`config.mk`:
```
export PLATFORM = sky130hd
export DESIGN_NAME = cmd_frame_parser
export DESIGN_NICKNAME = d
export VERILOG_FILES = /design/src/rtl/cmd_frame_pkg.sv /design/src/rtl/cmd_timeout_timer.sv /design/src/rtl/cmd_frame_parser.sv
export SDC_FILE = /design/constraint.sdc
export NUM_CORES = 1
export LEC_CHECK = 0
export CAP_MARGIN = 10
export CORE_MARGIN = 2
export CORE_UTILIZATION = 50
export DETAILED_ROUTE_END_ITERATION = 6
export PLACE_DENSITY = 0.72
export RECOVER_POWER = 25
export REMOVE_ABC_BUFFERS = 1
export SYNTH_ARGS = -nofsm -noshare
export SYNTH_HDL_FRONTEND = slang
export SYNTH_HIERARCHICAL = 1
export SYNTH_SLANG_ARGS = --single-unit
```
`constraint.sdc`:
```
create_clock -name clk -period 4.9 [get_ports clk]
set_clock_uncertainty 0.1 [all_clocks]
set_input_delay 0.98 -clock clk [delete_from_list [all_inputs] [get_ports clk]]
set_output_delay 0.98 -clock clk [all_outputs]
set_load 0.03 [all_outputs]
```
`src/rtl/cmd_frame_pkg.sv`:
```
// Shared definitions for the command frame parser.
//   state_e : parser FSM states
//   op_e    : command byte operation field [7:6]
//   err_e   : error codes reported on err_code
package cmd_frame_pkg;

  typedef enum logic [2:0] {
    S_IDLE,
    S_LEN,
    S_DATA,
    S_CHK,
    S_TAIL
  } state_e;

  typedef enum logic [1:0] {
    OP_OFF = 2'b00,
    OP_ON  = 2'b01,
    OP_TOG = 2'b10,
    OP_RSV = 2'b11
  } op_e;

  typedef enum logic [2:0] {
    ERR_NONE = 3'd0,
    ERR_LEN  = 3'd1,
    ERR_CMD  = 3'd2,
    ERR_CHK  = 3'd3,
    ERR_TAIL = 3'd4,
    ERR_TMO  = 3'd5
  } err_e;

  // LEN never exceeds 15, so the remaining-command count fits in a nibble.
  localparam int REM_W = 4;

endpackage

```
`src/rtl/cmd_timeout_timer.sv`:
```
// Inter-byte timeout timer.
//   clk, rst : clock, synchronous active-high reset
//   clr      : restart counting (a byte arrived)
//   en       : count only while a frame is in progress
//   expire   : high while the idle count sits at TIMEOUT_CYC with no byte
// With TIMEOUT_CYC = 0 the counter is not built and expire is tied low.
module cmd_timeout_timer #(
  parameter int TIMEOUT_CYC = 50000
) (
  input  logic clk,
  input  logic rst,
  input  logic clr,
  input  logic en,
  output logic expire
);

  generate
    if (TIMEOUT_CYC == 0) begin : g_off
      logic unused_inputs;
      assign unused_inputs = ^{clk, rst, clr, en};
      assign expire = 1'b0;
    end else begin : g_on
      localparam int CW = $clog2(TIMEOUT_CYC + 1);
      localparam logic [CW-1:0] TERM = CW'(TIMEOUT_CYC);

      logic [CW-1:0] cnt;

      // Count idle clocks since the last byte; park at the terminal value
      // so the count can never wrap back into range.
      always_ff @(posedge clk) begin
        if (rst || clr || !en) begin
          cnt <= '0;
        end else if (cnt != TERM) begin
          cnt <= cnt + 1'b1;
        end
      end

      // A byte arriving on the terminal count wins over the timeout.
      assign expire = en && !clr && (cnt == TERM);
    end
  endgenerate

endmodule

```
`src/rtl/cmd_frame_parser.sv`:
```
// Variable-length command frame parser: HEAD, LEN, LEN command bytes, CHK, TAIL.
// Commands build up in a shadow vector that is copied to cmd_out only when a
// complete, valid frame has been received.
//   clk, rst  : clock, synchronous active-high reset
//   din_vld   : one-cycle strobe qualifying din
//   din       : received byte
//   cmd_out   : committed channel states
//   frame_ok  : one-cycle pulse when a frame commits
//   frame_err : one-cycle pulse when a frame aborts
//   err_code  : code of the most recent error (held)
//   busy      : FSM is inside a frame
//   ok_cnt    : saturating good-frame count
//   err_cnt   : saturating aborted-frame count
module cmd_frame_parser
  import cmd_frame_pkg::*;
#(
  parameter int          NUM_CH      = 4,
  parameter int          MAX_CMDS    = 4,
  parameter logic [7:0]  HEAD        = 8'h55,
  parameter logic [7:0]  TAIL        = 8'hFF,
  parameter int          TIMEOUT_CYC = 50000,
  parameter int          CNT_W       = 8
) (
  input  logic              clk,
  input  logic              rst,
  input  logic              din_vld,
  input  logic [7:0]        din,
  output logic [NUM_CH-1:0] cmd_out,
  output logic              frame_ok,
  output logic              frame_err,
  output logic [2:0]        err_code,
  output logic              busy,
  output logic [CNT_W-1:0]  ok_cnt,
  output logic [CNT_W-1:0]  err_cnt
);

  state_e            state;
  logic [NUM_CH-1:0] shadow;
  logic [NUM_CH-1:0] shadow_nxt;
  logic [7:0]        chk;
  logic [REM_W-1:0]  rem;
  op_e               op;
  logic [5:0]        idx;
  logic              expire;
  logic              err_det;
  err_e              err_det_code;

  assign op  = op_e'(din[7:6]);
  assign idx = din[5:0];

  cmd_timeout_timer #(
    .TIMEOUT_CYC(TIMEOUT_CYC)
  ) u_timer (
    .clk   (clk),
    .rst   (rst),
    .clr   (din_vld),
    .en    (state != S_IDLE),
    .expire(expire)
  );

  // Shadow vector with the current command byte applied. Looping over the
  // channels keeps the index width independent of NUM_CH.
  always_comb begin
    shadow_nxt = shadow;
    for (int i = 0; i < NUM_CH; i++) begin
      if (idx == 6'(i)) begin
        case (op)
          OP_OFF:  shadow_nxt[i] = 1'b0;
          OP_ON:   shadow_nxt[i] = 1'b1;
          OP_TOG:  shadow_nxt[i] = ~shadow[i];
          default: shadow_nxt[i] = shadow[i];
        endcase
      end
    end
  end

  // Error detection for the byte (or idle clock) seen in the current state.
  // A timeout can only fire on a clock with no byte.
  always_comb begin
    err_det      = 1'b0;
    err_det_code = ERR_NONE;
    if (state != S_IDLE) begin
      if (din_vld) begin
        case (state)
          S_LEN: begin
            if (din == 8'h00 || din > 8'(MAX_CMDS)) begin
              err_det      = 1'b1;
              err_det_code = ERR_LEN;
            end
          end
          S_DATA: begin
            if (op == OP_RSV || {1'b0, idx} >= 7'(NUM_CH)) begin
              err_det      = 1'b1;
              err_det_code = ERR_CMD;
            end
          end
          S_CHK: begin
            if (din != chk) begin
              err_det      = 1'b1;
              err_det_code = ERR_CHK;
            end
          end
          S_TAIL: begin
            if (din != TAIL) begin
              err_det      = 1'b1;
              err_det_code = ERR_TAIL;
            end
          end
          default: ;
        endcase
      end else if (expire) begin
        err_det      = 1'b1;
        err_det_code = ERR_TMO;
      end
    end
  end

  // Frame FSM with registered status outputs. An error always takes
  // precedence and consumes the offending byte, so it is never re-read as HEAD.
  always_ff @(posedge clk) begin
    if (rst) begin
      state     <= S_IDLE;
      shadow    <= '0;
      chk       <= '0;
      rem       <= '0;
      cmd_out   <= '0;
      frame_ok  <= 1'b0;
      frame_err <= 1'b0;
      err_code  <= 3'd0;
      busy      <= 1'b0;
      ok_cnt    <= '0;
      err_cnt   <= '0;
    end else begin
      frame_ok  <= 1'b0;
      frame_err <= 1'b0;
      if (err_det) begin
        state     <= S_IDLE;
        busy      <= 1'b0;
        frame_err <= 1'b1;
        err_code  <= err_det_code;
        if (err_cnt != {CNT_W{1'b1}}) begin
          err_cnt <= err_cnt + 1'b1;
        end
      end else if (din_vld) begin
        case (state)
          S_IDLE: begin
            if (din == HEAD) begin
              shadow <= cmd_out;
              chk    <= 8'h00;
              state  <= S_LEN;
              busy   <= 1'b1;
            end
          end
          S_LEN: begin
            rem   <= din[REM_W-1:0];
            chk   <= chk ^ din;
            state <= S_DATA;
          end
          S_DATA: begin
            shadow <= shadow_nxt;
            chk    <= chk ^ din;
            rem    <= rem - 1'b1;
            if (rem == REM_W'(1)) begin
              state <= S_CHK;
            end
          end
          S_CHK: begin
            state <= S_TAIL;
          end
          S_TAIL: begin
            state    <= S_IDLE;
            busy     <= 1'b0;
            cmd_out  <= shadow;
            frame_ok <= 1'b1;
            if (ok_cnt != {CNT_W{1'b1}}) begin
              ok_cnt <= ok_cnt + 1'b1;
            end
          end
          default: begin
            state <= S_IDLE;
            busy  <= 1'b0;
          end
        endcase
      end
    end
  end

endmodule

```
==> out/summary.txt, run 1 <==
OUTCOME
------------------------------------------------------------------------------------------------------
Result of the run                                                                         finished, violations left
Violations in the final reports                                                           max-capacitance violations, max-slew violations

WORST SETUP PATH
------------------------------------------------------------------------------------------------------
Endpoint of the lowest-slack register-to-register path                                    err_cnt[2]$_SDFFE_PP0P_
Worst setup path endpoint                                                                 chk[7]$_SDFFE_PP0P_
Reg-to-reg setup timing slack                                                                  2170 ps
Data arrival time of the critical path                                                         3830 ps
Required time at the worst-slack endpoint                                                      5020 ps
Kind of critical path                                                                        in -> reg
Kind of capture point of the worst setup path                                                 register
Startpoint types                                                                            input port
Source of the worst register-to-register timing path                                      u_timer/g_on.cnt[0]$_SDFFE_PP0P_
Path depth of the worst reg2reg path                                                                 9
CP max FO                                                                                           44
Critical path launch point                                                                         rst

DETAILED ROUTING
------------------------------------------------------------------------------------------------------
Number of DRC markers in iteration 0                                                               229
Routed Antenna Nets                                                                                  0
Overall via count from detail_route                                                              2,993
Post-DR vias/cell                                                                                 5.87
Final wirelength                                                                               7.57 mm
Drt wl/cell                                                                                    14.9 um
Count of TritonRoute iterations in the first routing pass                                            4
Remaining routing DRC violations                                                                     0

CELLS AND AREA
------------------------------------------------------------------------------------------------------
Most common cell after layout, fill and taps aside                                        sky130_fd_sc_hd__dfxtp_1
Final standard cell utilization of the core                                                      0.595
Most frequent cells in the layout                                                         61 x sky130_fd_sc_hd__dfxtp_1, 46 x sky130_fd_sc_hd__nor2_1, 31 x sky130_fd_sc_hd__clkdlybuf4s50_1
Area Growth Syn to Fin                                                                           16.3%
Area of the multi-input gates                                                             0.00203 mm^2
Nets@finish                                                                                        447
Seq. cell area                                                                            0.00122 mm^2
Number of filler instances in the final layout                                                     597
Final antenna diode count                                                                            0
Count of placed standard cells in the final layout, fillers left out                               510
Layout cells sized above 1                                                                      0.0907

STA
------------------------------------------------------------------------------------------------------
Setup repair after global routing missed its margin                                              false
Final Cycle Share                                                                                0.758
Slew at the pin with the worst max-slew slack                                                  1920 ps
Worst max-slew margin expressed relative to the limit                                           -0.283
Peak clock frequency supported by timing                                                     0.269 GHz
Max-slew violation count                                                                            45
Total negative slack for setup checks                                                             0 ps
Final setup vio count                                                                                0
Worst hold slack across all endpoints                                                           355 ps
Count of final hold-check violations                                                                 0
Minimum clock period                                                                           3710 ps
Worst setup margin                                                                             1190 ps

FLOORPLAN
------------------------------------------------------------------------------------------------------
Die Area                                                                                  0.00756 mm^2
Die X-Extent                                                                                   87.0 um
Count of standard-cell rows                                                                         30
Height of the die                                                                              87.0 um
Floorplan core area                                                                       0.00672 mm^2
Initial core utilization                                                                         0.512
Count of pins on the block boundary                                                                 37

CLOCKING
------------------------------------------------------------------------------------------------------
H-tree depth                                                                                         3
Quantity of hold-fixing buffers added after cts                                                      0
Root buf cell                                                                             sky130_fd_sc_hd__clkbuf_8
TritonCTS clock tree                                                                               yes
Number of buffers created by CTS                                                                     9
Clock sink total                                                                                    61
Clock transition at the register clock pins on the worst setup and hold paths after CTS          70 ps
Setup bufs post-CTS                                                                                  0
Number of gates given a new drive strength after cts                                                 0
Clock buffer depth                                                                                   2
Worst-skew pair later-pin latency                                                               340 ps

RUN
------------------------------------------------------------------------------------------------------
Number of max-capacitance violations reported                                                        1

YOSYS
------------------------------------------------------------------------------------------------------
Flip-flop and latch count after synthesis                                                           61
Share of flip-flops with an asynchronous set or reset                                                0
Number of flops mapped to enable cells by yosys                                                      0
Sequential element share of the synthesized area                                                 0.355
Average instance area after synthesis                                                        8.69 um^2
Number of warnings printed during yosys synthesis                                                    6
Instance count of the mapped netlist                                                               396
Synthesized area                                                                          0.00344 mm^2
Synth cell types                                                                                    68
Synth Flop Type                                                                           sky130_fd_sc_hd__dfxtp_1

PLACEMENT
------------------------------------------------------------------------------------------------------
DP Worst Slack                                                                                 1230 ps
Count of buffers inserted at the top-level ports                                                    36
Final Wtd Congestion                                                                             0.912
Count of placed standard cells including taps                                                      495
Post-detailed-placement half-perimeter wirelength                                              5.27 mm

GLOBAL ROUTING
------------------------------------------------------------------------------------------------------
Wire length of the first global-routing pass                                                   12.8 mm
Residual overflow from global routing                                                                0
Number of antenna violations at the first check in global routing                                    0
Pin count of the biggest net entering global routing                                                45
Via count of the first global-routing pass                                                       2,774
GRT Resource Usage Total                                                                         0.211

MIN PATH
------------------------------------------------------------------------------------------------------
Hold WC Path Type                                                                           reg -> reg

POWER AND IR DROP
------------------------------------------------------------------------------------------------------
Leakage power figure                                                                           1.36 nW
Peak supply drop                                                                            0.000128 V
Cell Pwr Density                                                                           258 mW/mm^2

area by class of cell:
cell class | count | share of cell area
multi-input combinational | 299 | 0.508
sequential | 61 | 0.305
timing repair buffer | 39 | 0.0938
clock buffer | 10 | 0.0344
tap | 80 | 0.0250
clock inverter | 5 | 0.0188
inverter | 16 | 0.0150
sequential cells by signal, indices dropped and copies added, names as in the netlist:
name / flops
frame_err: 1
busy: 1
u_timer/g_on.cnt: 16
chk: 8
ok_cnt: 8
rem: 4
frame_ok: 1
state: 3
err_code: 3
shadow: 4
err_cnt: 8
cmd_out: 4
layer usage:
metal	vias to the layer above	track usage	share of wire
li1	1504	-	-
met1	1394	0.293	0.49
met2	89	0.317	0.45
met3	6	0.0464	0.051
met4	0	0.0824	0.010
met5	-	0	0
per-stage QoR:
stage | power [W] | area (um^2)
final | 0.00103 | 4000
after global routing | 0.00107 | 4000
after CTS | 0.00105 | 4010
after detailed placement | 0.000554 | 3790
after global placement | 0.000553 | 3790
after floorplan | 0.000528 | 3310
worst min path at each step:
stage                     slack, ps                start  cells past startpoint                   to
after floorplan                 340  chk[3]$_SDFFE_PP0P_                      1  chk[3]$_SDFFE_PP0P_
after CTS                       360  chk[3]$_SDFFE_PP0P_                      1  chk[3]$_SDFFE_PP0P_
after global placement          350  chk[5]$_SDFFE_PP0P_                      1  chk[5]$_SDFFE_PP0P_
after global routing            370  chk[3]$_SDFFE_PP0P_                      1  chk[3]$_SDFFE_PP0P_
final                           360  chk[3]$_SDFFE_PP0P_                      1  chk[3]$_SDFFE_PP0P_
after detailed placement        350  chk[3]$_SDFFE_PP0P_                      1  chk[3]$_SDFFE_PP0P_
cell usage after synthesis (3+ instances only):
library cell	number	area [um^2]
sky130_fd_sc_hd__a41o_1	4	40.0
sky130_fd_sc_hd__nor3b_1	10	75.1
sky130_fd_sc_hd__or3_1	7	43.8
sky130_fd_sc_hd__a311oi_1	6	52.6
sky130_fd_sc_hd__dfxtp_1	61	1220
sky130_fd_sc_hd__nand2_1	26	97.6
sky130_fd_sc_hd__nor3_1	6	30.0
sky130_fd_sc_hd__nor2b_1	5	31.3
sky130_fd_sc_hd__o21ai_0	18	90.1
sky130_fd_sc_hd__o21a_1	6	45.0
sky130_fd_sc_hd__mux2i_1	12	120
sky130_fd_sc_hd__nand4_1	10	62.6
sky130_fd_sc_hd__inv_1	16	60.1
sky130_fd_sc_hd__o31ai_1	6	45.0
sky130_fd_sc_hd__a221o_1	5	50.1
sky130_fd_sc_hd__and3_1	3	18.8
sky130_fd_sc_hd__a22oi_1	4	30.0
sky130_fd_sc_hd__a21oi_1	21	105
sky130_fd_sc_hd__ha_1	10	125
sky130_fd_sc_hd__buf_2	3	15.0
sky130_fd_sc_hd__or4_1	4	30.0
sky130_fd_sc_hd__nand2b_1	6	37.5
sky130_fd_sc_hd__buf_6	6	67.6
sky130_fd_sc_hd__buf_4	3	22.5
sky130_fd_sc_hd__nand3_1	16	80.1
sky130_fd_sc_hd__xor2_1	5	43.8
sky130_fd_sc_hd__nor2_1	46	173
sky130_fd_sc_hd__xnor2_1	11	96.3
sky130_fd_sc_hd__nor4_1	6	37.5
sky130_fd_sc_hd__and2_1	3	18.8
sky130_fd_sc_hd__clkbuf_1	8	30.0
logic make-up (layout without fill, tap and decap cells):
group,count (synthesis),after routing,share of synthesized area
simple gates,172,172,0.281
mux,15,15,0.0469
fa+ha+maj,10,10,0.0364
flops,61,61,0.355
xor+xnor,16,16,0.0407
compound gates,86,86,0.183
buf+inv,36,70,0.0567
power by group:
part / total [W] / switching [W] / internal, W
clock: 0.000490 / 0.000195 / 0.000295
sequential: 0.000496 / 0.000000132 / 0.000496
combinational: 0.0000480 / 0.0000299 / 0.0000181
total: 0.00103 / 0.000225 / 0.000809
worst max-delay path: stages:
cell,delay (ps)
sky130_fd_sc_hd__dlygate4sd3_1,520
sky130_fd_sc_hd__clkbuf_1,1370
sky130_fd_sc_hd__or3_1,460
sky130_fd_sc_hd__nor3_2,140
sky130_fd_sc_hd__a221o_1,330
Note: power is estimated with default switching activity, not from simulation.
==> run 2: changes to the inputs <==
==> constraint.sdc (replaced) <==
create_clock -name clk -period 3.5 [get_ports clk]
set_clock_uncertainty 0.1 [all_clocks]
set_input_delay 0.7 -clock clk [delete_from_list [all_inputs] [get_ports clk]]
set_output_delay 0.7 -clock clk [all_outputs]
set_load 0.03 [all_outputs]
==> run 2 against run 1 <==
The flow now finishes without violations. Global-route usage rose by 0.076 points. Sequential power rose by 40%. Utilization rose by 0.54 points. Non-clock buffer count rose by 5. Via count rose by 2.5%. Critical path depth rose by 3. Clock power rose by 33%. Largest cell class unchanged.
==> out/summary.txt, run 2 (synthesized netlist as in run 1, its figures left out) <==
WORST SETUP PATH
------------------------------------------------------------------------------------------------------
Required time at the worst-slack endpoint                                                      3620 ps
CP max FO                                                                                           10
Kind of critical path                                                                        in -> reg
Data arrival time of the critical path                                                         3110 ps
Combined buffer and inverter count along the critical path                                           2
Family with the most delay on the worst path                                              compound AO/OA/AOI/OAI gates
CP max stage delay                                                                              730 ps
List of cells traversed by the critical path                                              clkdlybuf4s50_1 > xnor2_1 > nand4_1 > o2111ai_1 > a21o_2 > buf_4 > a311oi_1 > a41o_1
Kind of capture point of the worst setup path                                                 register
Slowest cell on the critical path                                                         sky130_fd_sc_hd__clkdlybuf4s50_1
Startpoint types                                                                            input port

DETAILED ROUTING
------------------------------------------------------------------------------------------------------
Post-DR vias/cell                                                                                 5.94
Number of DRC markers in iteration 0                                                               162
Count of TritonRoute iterations in the first routing pass                                            4
Final wirelength                                                                               7.67 mm
Remaining routing DRC violations                                                                     0
Routed Antenna Nets                                                                                  0
Overall via count from detail_route                                                              3,067
Drt wl/cell                                                                                    14.9 um

CLOCKING
------------------------------------------------------------------------------------------------------
Clock buffer depth                                                                                   2
H-tree depth                                                                                         3
Number of buffers created by CTS                                                                     9
Number of gates given a new drive strength after cts                                                 0
Worst-skew pair later-pin latency                                                               340 ps
Setup bufs post-CTS                                                                                  0
Clock transition at the register clock pins on the worst setup and hold paths after CTS          60 ps
Clock sink total                                                                                    61
TritonCTS clock tree                                                                               yes
Quantity of hold-fixing buffers added after cts                                                      0
Root buf cell                                                                             sky130_fd_sc_hd__clkbuf_8

FLOORPLAN
------------------------------------------------------------------------------------------------------
Die Area                                                                                  0.00756 mm^2
Count of standard-cell rows                                                                         30
Count of pins on the block boundary                                                                 37
Height of the die                                                                              87.0 um
Floorplan core area                                                                       0.00672 mm^2
Initial core utilization                                                                         0.512
Die X-Extent                                                                                   87.0 um

GLOBAL ROUTING
------------------------------------------------------------------------------------------------------
Most Used Layer, Global Route                                                                     met2
Met3 layer usage reported by global route                                                       0.0294
Number of antenna violations at the first check in global routing                                    0
GRT Resource Usage Total                                                                         0.212
Met1 global-route usage                                                                          0.300
Global-route track usage on met2                                                                 0.321
Wire length of the first global-routing pass                                                   12.8 mm
Via count of the first global-routing pass                                                       2,708
Residual overflow from global routing                                                                0
Pin count of the biggest net entering global routing                                                44

MIN PATH
------------------------------------------------------------------------------------------------------
Hold WC Path Type                                                                           reg -> reg

POWER AND IR DROP
------------------------------------------------------------------------------------------------------
Internal power                                                                               0.00109 W
Switching power summed over all nets                                                        0.000325 W
Leakage power figure                                                                           1.38 nW
Fraction of power spent switching nets                                                           0.230
Comb power frac                                                                                  0.049
Peak supply drop                                                                            0.000175 V
Sequential group share of total power                                                            0.491
Clock power share                                                                                0.460
Cell Pwr Density                                                                           350 mW/mm^2

CELLS AND AREA
------------------------------------------------------------------------------------------------------
Most frequent cells in the layout                                                         61 x sky130_fd_sc_hd__dfxtp_1, 46 x sky130_fd_sc_hd__nor2_1, 30 x sky130_fd_sc_hd__clkdlybuf4s50_1
Most common cell after layout, fill and taps aside                                        sky130_fd_sc_hd__dfxtp_1
Final standard cell utilization of the core                                                      0.601
Largest register FFs                                                                                16
Top reg by flops                                                                          u_timer/g_on.cnt
Nets@finish                                                                                        452
Final antenna diode count                                                                            0
Area Growth Syn to Fin                                                                           17.3%
Layout cells sized above 1                                                                       0.106

STA
------------------------------------------------------------------------------------------------------
Setup repair after global routing missed its margin                                              false
Worst max-slew margin expressed relative to the limit                                            0.428
Final Cycle Share                                                                                0.854
Worst hold slack across all endpoints                                                           355 ps
Minimum clock period                                                                           2990 ps
Count of final hold-check violations                                                                 0
Final setup vio count                                                                                0
Total negative slack for setup checks                                                             0 ps
Max-slew violation count                                                                             0
Peak clock frequency supported by timing                                                     0.335 GHz
Slew at the pin with the worst max-slew slack                                                   858 ps

RUN
------------------------------------------------------------------------------------------------------
Number of max-capacitance violations reported                                                        0

PLACEMENT
------------------------------------------------------------------------------------------------------
Final Wtd Congestion                                                                             0.962
Count of buffers inserted at the top-level ports                                                    36
Post-detailed-placement half-perimeter wirelength                                              5.45 mm

OUTCOME
------------------------------------------------------------------------------------------------------
Result of the run                                                                         finished clean

## run 2: stage by stage
stage               area (um^2)  total power [W]  setup slack, ps  instances
floorplan                  3310         0.000739              521        376
global placement           3830         0.000778              273        500
detailed placement         3830         0.000779              244        500
CTS                        4040          0.00143              604        516
global route               4040          0.00147              279        516
finish                     4040          0.00141              511        516
## run 2: per-layer routing
layer / share of wire / vias up
li1: - / 1524
met1: 0.51 / 1461
met2: 0.44 / 70
met3: 0.033 / 12
met4: 0.017 / 0
met5: 0 / -
## run 2: layout make-up
cell class	count	area, um^2
Fill cell	599	2680
Multi-Input combinational cell	299	2030
Clock inverter	5	58.8
Tap cell	80	100
Clock buffer	11	151
Sequential cell	61	1220
Timing Repair Buffer	44	414
Inverter	16	60.1
## run 2: power groups by stage
stage / sequential, W / clock (W) / combinational, W
floorplan: 0.000710 / 0 / 0.0000293
finish: 0.000694 / 0.000650 / 0.0000698
global placement: 0.000710 / 0 / 0.0000684
detailed placement: 0.000710 / 0 / 0.0000693
CTS: 0.000694 / 0.000664 / 0.0000695
global route: 0.000694 / 0.000697 / 0.0000760
## run 2: path summary, 6_finish.rpt
| path | startpoint | end | slack [ps] | depth (start not counted) |
|---|---|---|---|---|
| max | din[0] | shadow[0]$_SDFFE_PP0P_ | 510 | 8 |
| min | chk[5]$_SDFFE_PP0P_ | chk[5]$_SDFFE_PP0P_ | 360 | 1 |
| max reg2reg | u_timer/g_on.cnt[0]$_SDFFE_PP0P_ | err_cnt[2]$_SDFFE_PP0P_ | 770 | 9 |
| min reg2reg | chk[5]$_SDFFE_PP0P_ | chk[5]$_SDFFE_PP0P_ | 360 | 1 |
## run 2: worst reg2reg max path, delay by kind of cell, from the launching register on
| kind | cells | cell delay (ps) |
|---|---|---|
| muxes | 1 | 290 |
| buffers and inverters | 1 | 90 |
| adders and majority gates | 1 | 140 |
| DFF | 1 | 360 |
| AOI/OAI and AO/OA | 2 | 570 |
| and+or+nand+nor | 4 | 1080 |
==> run 3: changes to the inputs <==
==> constraint.sdc (replaced) <==
create_clock -name clk -period 3.3 [get_ports clk]
set_clock_uncertainty 0.1 [all_clocks]
set_input_delay 0.66 -clock clk [delete_from_list [all_inputs] [get_ports clk]]
set_output_delay 0.66 -clock clk [all_outputs]
set_load 0.03 [all_outputs]
==> run 3 against run 2 <==
Highest routed layer unchanged. Final cell count grew 1.2%. Hold slack gained 5.3 ps. Critical endpoint is now chk[1]$_SDFFE_PP0P_. Routed wire length up 0.18%. Sequential share of layout area decreased by 0.24 points. First-iteration DRC count is 12% lower. Via count decreased by 0.20%. Largest power group unchanged. Clock power is 3% lower. Combinational power increased by 13%. Setup slack lost 120 ps. Sequential power grew 6.2%. Largest cell class unchanged.
==> out/summary.txt, run 3 (synthesized netlist as in run 1, its figures left out) <==
OUTCOME
------------------------------------------------------------------------------------------------------
Result of the run                                                                         finished clean

FLOORPLAN
------------------------------------------------------------------------------------------------------
Count of standard-cell rows                                                                         30
Initial core utilization                                                                         0.512
Die X-Extent                                                                                   87.0 um
Count of pins on the block boundary                                                                 37
Floorplan core area                                                                       0.00672 mm^2
Die Area                                                                                  0.00756 mm^2
Height of the die                                                                              87.0 um

DETAILED ROUTING
------------------------------------------------------------------------------------------------------
Drt wl/cell                                                                                    14.7 um
Remaining routing DRC violations                                                                     0
Count of TritonRoute iterations in the first routing pass                                            5
Routed Antenna Nets                                                                                  0
Overall via count from detail_route                                                              3,061
Final wirelength                                                                               7.68 mm
Post-DR vias/cell                                                                                 5.86
Number of DRC markers in iteration 0                                                               143

CELLS AND AREA
------------------------------------------------------------------------------------------------------
Count of placed standard cells in the final layout, fillers left out                               522
Top reg by flops                                                                          u_timer/g_on.cnt
Area of the multi-input gates                                                             0.00203 mm^2
Number of filler instances in the final layout                                                     593
Nets@finish                                                                                        460
Seq. cell area                                                                            0.00122 mm^2
Area Growth Syn to Fin                                                                           18.3%
Layout cells sized above 1                                                                       0.113
Final antenna diode count                                                                            0
Final standard cell utilization of the core                                                      0.606
Most frequent cells in the layout                                                         61 x sky130_fd_sc_hd__dfxtp_1, 46 x sky130_fd_sc_hd__nor2_1, 31 x sky130_fd_sc_hd__clkdlybuf4s50_1
Largest register FFs                                                                                16
Post-route standard cell area excluding fillers                                           0.00407 mm^2
Most common cell after layout, fill and taps aside                                        sky130_fd_sc_hd__dfxtp_1

STA
------------------------------------------------------------------------------------------------------
Final Cycle Share                                                                                0.880
Minimum clock period                                                                           2900 ps
Peak clock frequency supported by timing                                                     0.344 GHz
Max-slew violation count                                                                             0
Count of final hold-check violations                                                                 0
Total negative slack for setup checks                                                             0 ps
Slew at the pin with the worst max-slew slack                                                   515 ps
Worst max-slew margin expressed relative to the limit                                            0.656
Setup repair after global routing missed its margin                                              false
Final setup vio count                                                                                0

WORST SETUP PATH
------------------------------------------------------------------------------------------------------
Data arrival time of the critical path                                                         3020 ps
Combined buffer and inverter count along the critical path                                           2
Startpoint types                                                                            input port
Kind of capture point of the worst setup path                                                 register
Slowest cell on the critical path                                                         sky130_fd_sc_hd__clkdlybuf4s50_1
Required time at the worst-slack endpoint                                                      3420 ps
Reg-to-reg setup timing slack                                                                   560 ps
CP max stage delay                                                                              510 ps
List of cells traversed by the critical path                                              clkdlybuf4s50_1 > inv_1 > ha_1 > nand2_1 > nor4b_4 > o221a_4 > a21o_2 > a21oi_4 > a221o_1
Family with the most delay on the worst path                                              compound AO/OA/AOI/OAI gates
CP max FO                                                                                           13
Kind of critical path                                                                        in -> reg

MIN PATH
------------------------------------------------------------------------------------------------------
Hold WC Path Type                                                                           reg -> reg

GLOBAL ROUTING
------------------------------------------------------------------------------------------------------
Met1 global-route usage                                                                          0.291
Most Used Layer, Global Route                                                                     met2
GRT Resource Usage Total                                                                         0.217
Wire length of the first global-routing pass                                                   13.1 mm
Pin count of the biggest net entering global routing                                                37
Met3 layer usage reported by global route                                                       0.0436
Residual overflow from global routing                                                                0
Global-route track usage on met2                                                                 0.341
Via count of the first global-routing pass                                                       2,826
Number of antenna violations at the first check in global routing                                    0

CLOCKING
------------------------------------------------------------------------------------------------------
Setup bufs post-CTS                                                                                  0
Worst-skew pair later-pin latency                                                               340 ps
TritonCTS clock tree                                                                               yes
Root buf cell                                                                             sky130_fd_sc_hd__clkbuf_8
Clock transition at the register clock pins on the worst setup and hold paths after CTS          70 ps
Number of gates given a new drive strength after cts                                                 0
Number of buffers created by CTS                                                                     9
Clock buffer depth                                                                                   2
Quantity of hold-fixing buffers added after cts                                                      0
H-tree depth                                                                                         3
Clock sink total                                                                                    61

PLACEMENT
------------------------------------------------------------------------------------------------------
Placed cell areas                                                                         0.00389 mm^2
Count of placed standard cells including taps                                                      508
Post-detailed-placement half-perimeter wirelength                                              5.64 mm
Count of buffers inserted at the top-level ports                                                    36
Final Wtd Congestion                                                                             0.876

POWER AND IR DROP
------------------------------------------------------------------------------------------------------
Peak supply drop                                                                            0.000183 V
Cell Pwr Density                                                                           356 mW/mm^2
Leakage power figure                                                                           1.41 nW
Final Power                                                                                  0.00145 W

RUN
------------------------------------------------------------------------------------------------------
Number of max-capacitance violations reported                                                        0

==> run 3: cell types whose count changed in the layout (fill, tap and decap cells not counted) <==
cell | previous run | this run
sky130_fd_sc_hd__clkdlybuf4s50_1 | 30 | 31
sky130_fd_sc_hd__clkbuf_8 | 11 | 10
sky130_fd_sc_hd__buf_4 | 6 | 15
sky130_fd_sc_hd__clkbuf_1 | 1 | 3
sky130_fd_sc_hd__dlygate4sd3_1 | 6 | 5
sky130_fd_sc_hd__clkbuf_2 | 1 | 0
sky130_fd_sc_hd__clkinv_4 | 1 | 0
sky130_fd_sc_hd__clkinvlp_4 | 2 | 0
==> run 3: routing by layer <==
layer / up-vias / share of wire
li1: 1535 / -
met1: 1427 / 0.49
met2: 88 / 0.44
met3: 11 / 0.051
met4: 0 / 0.020
met5: - / 0
==> run 3: cell type report <==
type	count	share of cell area
Sequential cell	61	0.300
Clock inverter	2	0.00861
Timing Repair Buffer	52	0.117
Clock buffer	12	0.0357
Tap cell	80	0.0246
Multi-Input combinational cell	299	0.499
Inverter	16	0.0148
==> run 3: worst reg2reg max path: cells and delay by family (launching register included) <==
family | cells | cell delay [ps]
and+or+nand+nor | 4 | 1080
adders and majority gates | 1 | 160
DFF | 1 | 360
buffers and inverters | 2 | 300
AOI/OAI and AO/OA | 3 | 660
==> run 3: final timing paths <==
check	start	to	cells after the start
max	din[6]	chk[1]$_SDFFE_PP0P_	9
min	chk[3]$_SDFFE_PP0P_	chk[3]$_SDFFE_PP0P_	1
max reg2reg	u_timer/g_on.cnt[0]$_SDFFE_PP0P_	err_cnt[4]$_SDFFE_PP0P_	10
min reg2reg	chk[3]$_SDFFE_PP0P_	chk[3]$_SDFFE_PP0P_	1
==> run 3: where the power goes <==
group / leakage (nW) / internal, W / switching (W)
Combinational: 0.823 / 0.0000326 / 0.0000460
Clock: 0.0923 / 0.000360 / 0.000272
Sequential: 0.491 / 0.000736 / 0.000000203
==> run 3: through the flow <==
step	hold slack (ps)	worst slack [ps]
3_5_place_dp	355	26.6
2_1_floorplan	337	361
3_3_place_gp	351	153
6_report	361	396
5_1_grt	385	224
4_1_cts	364	389
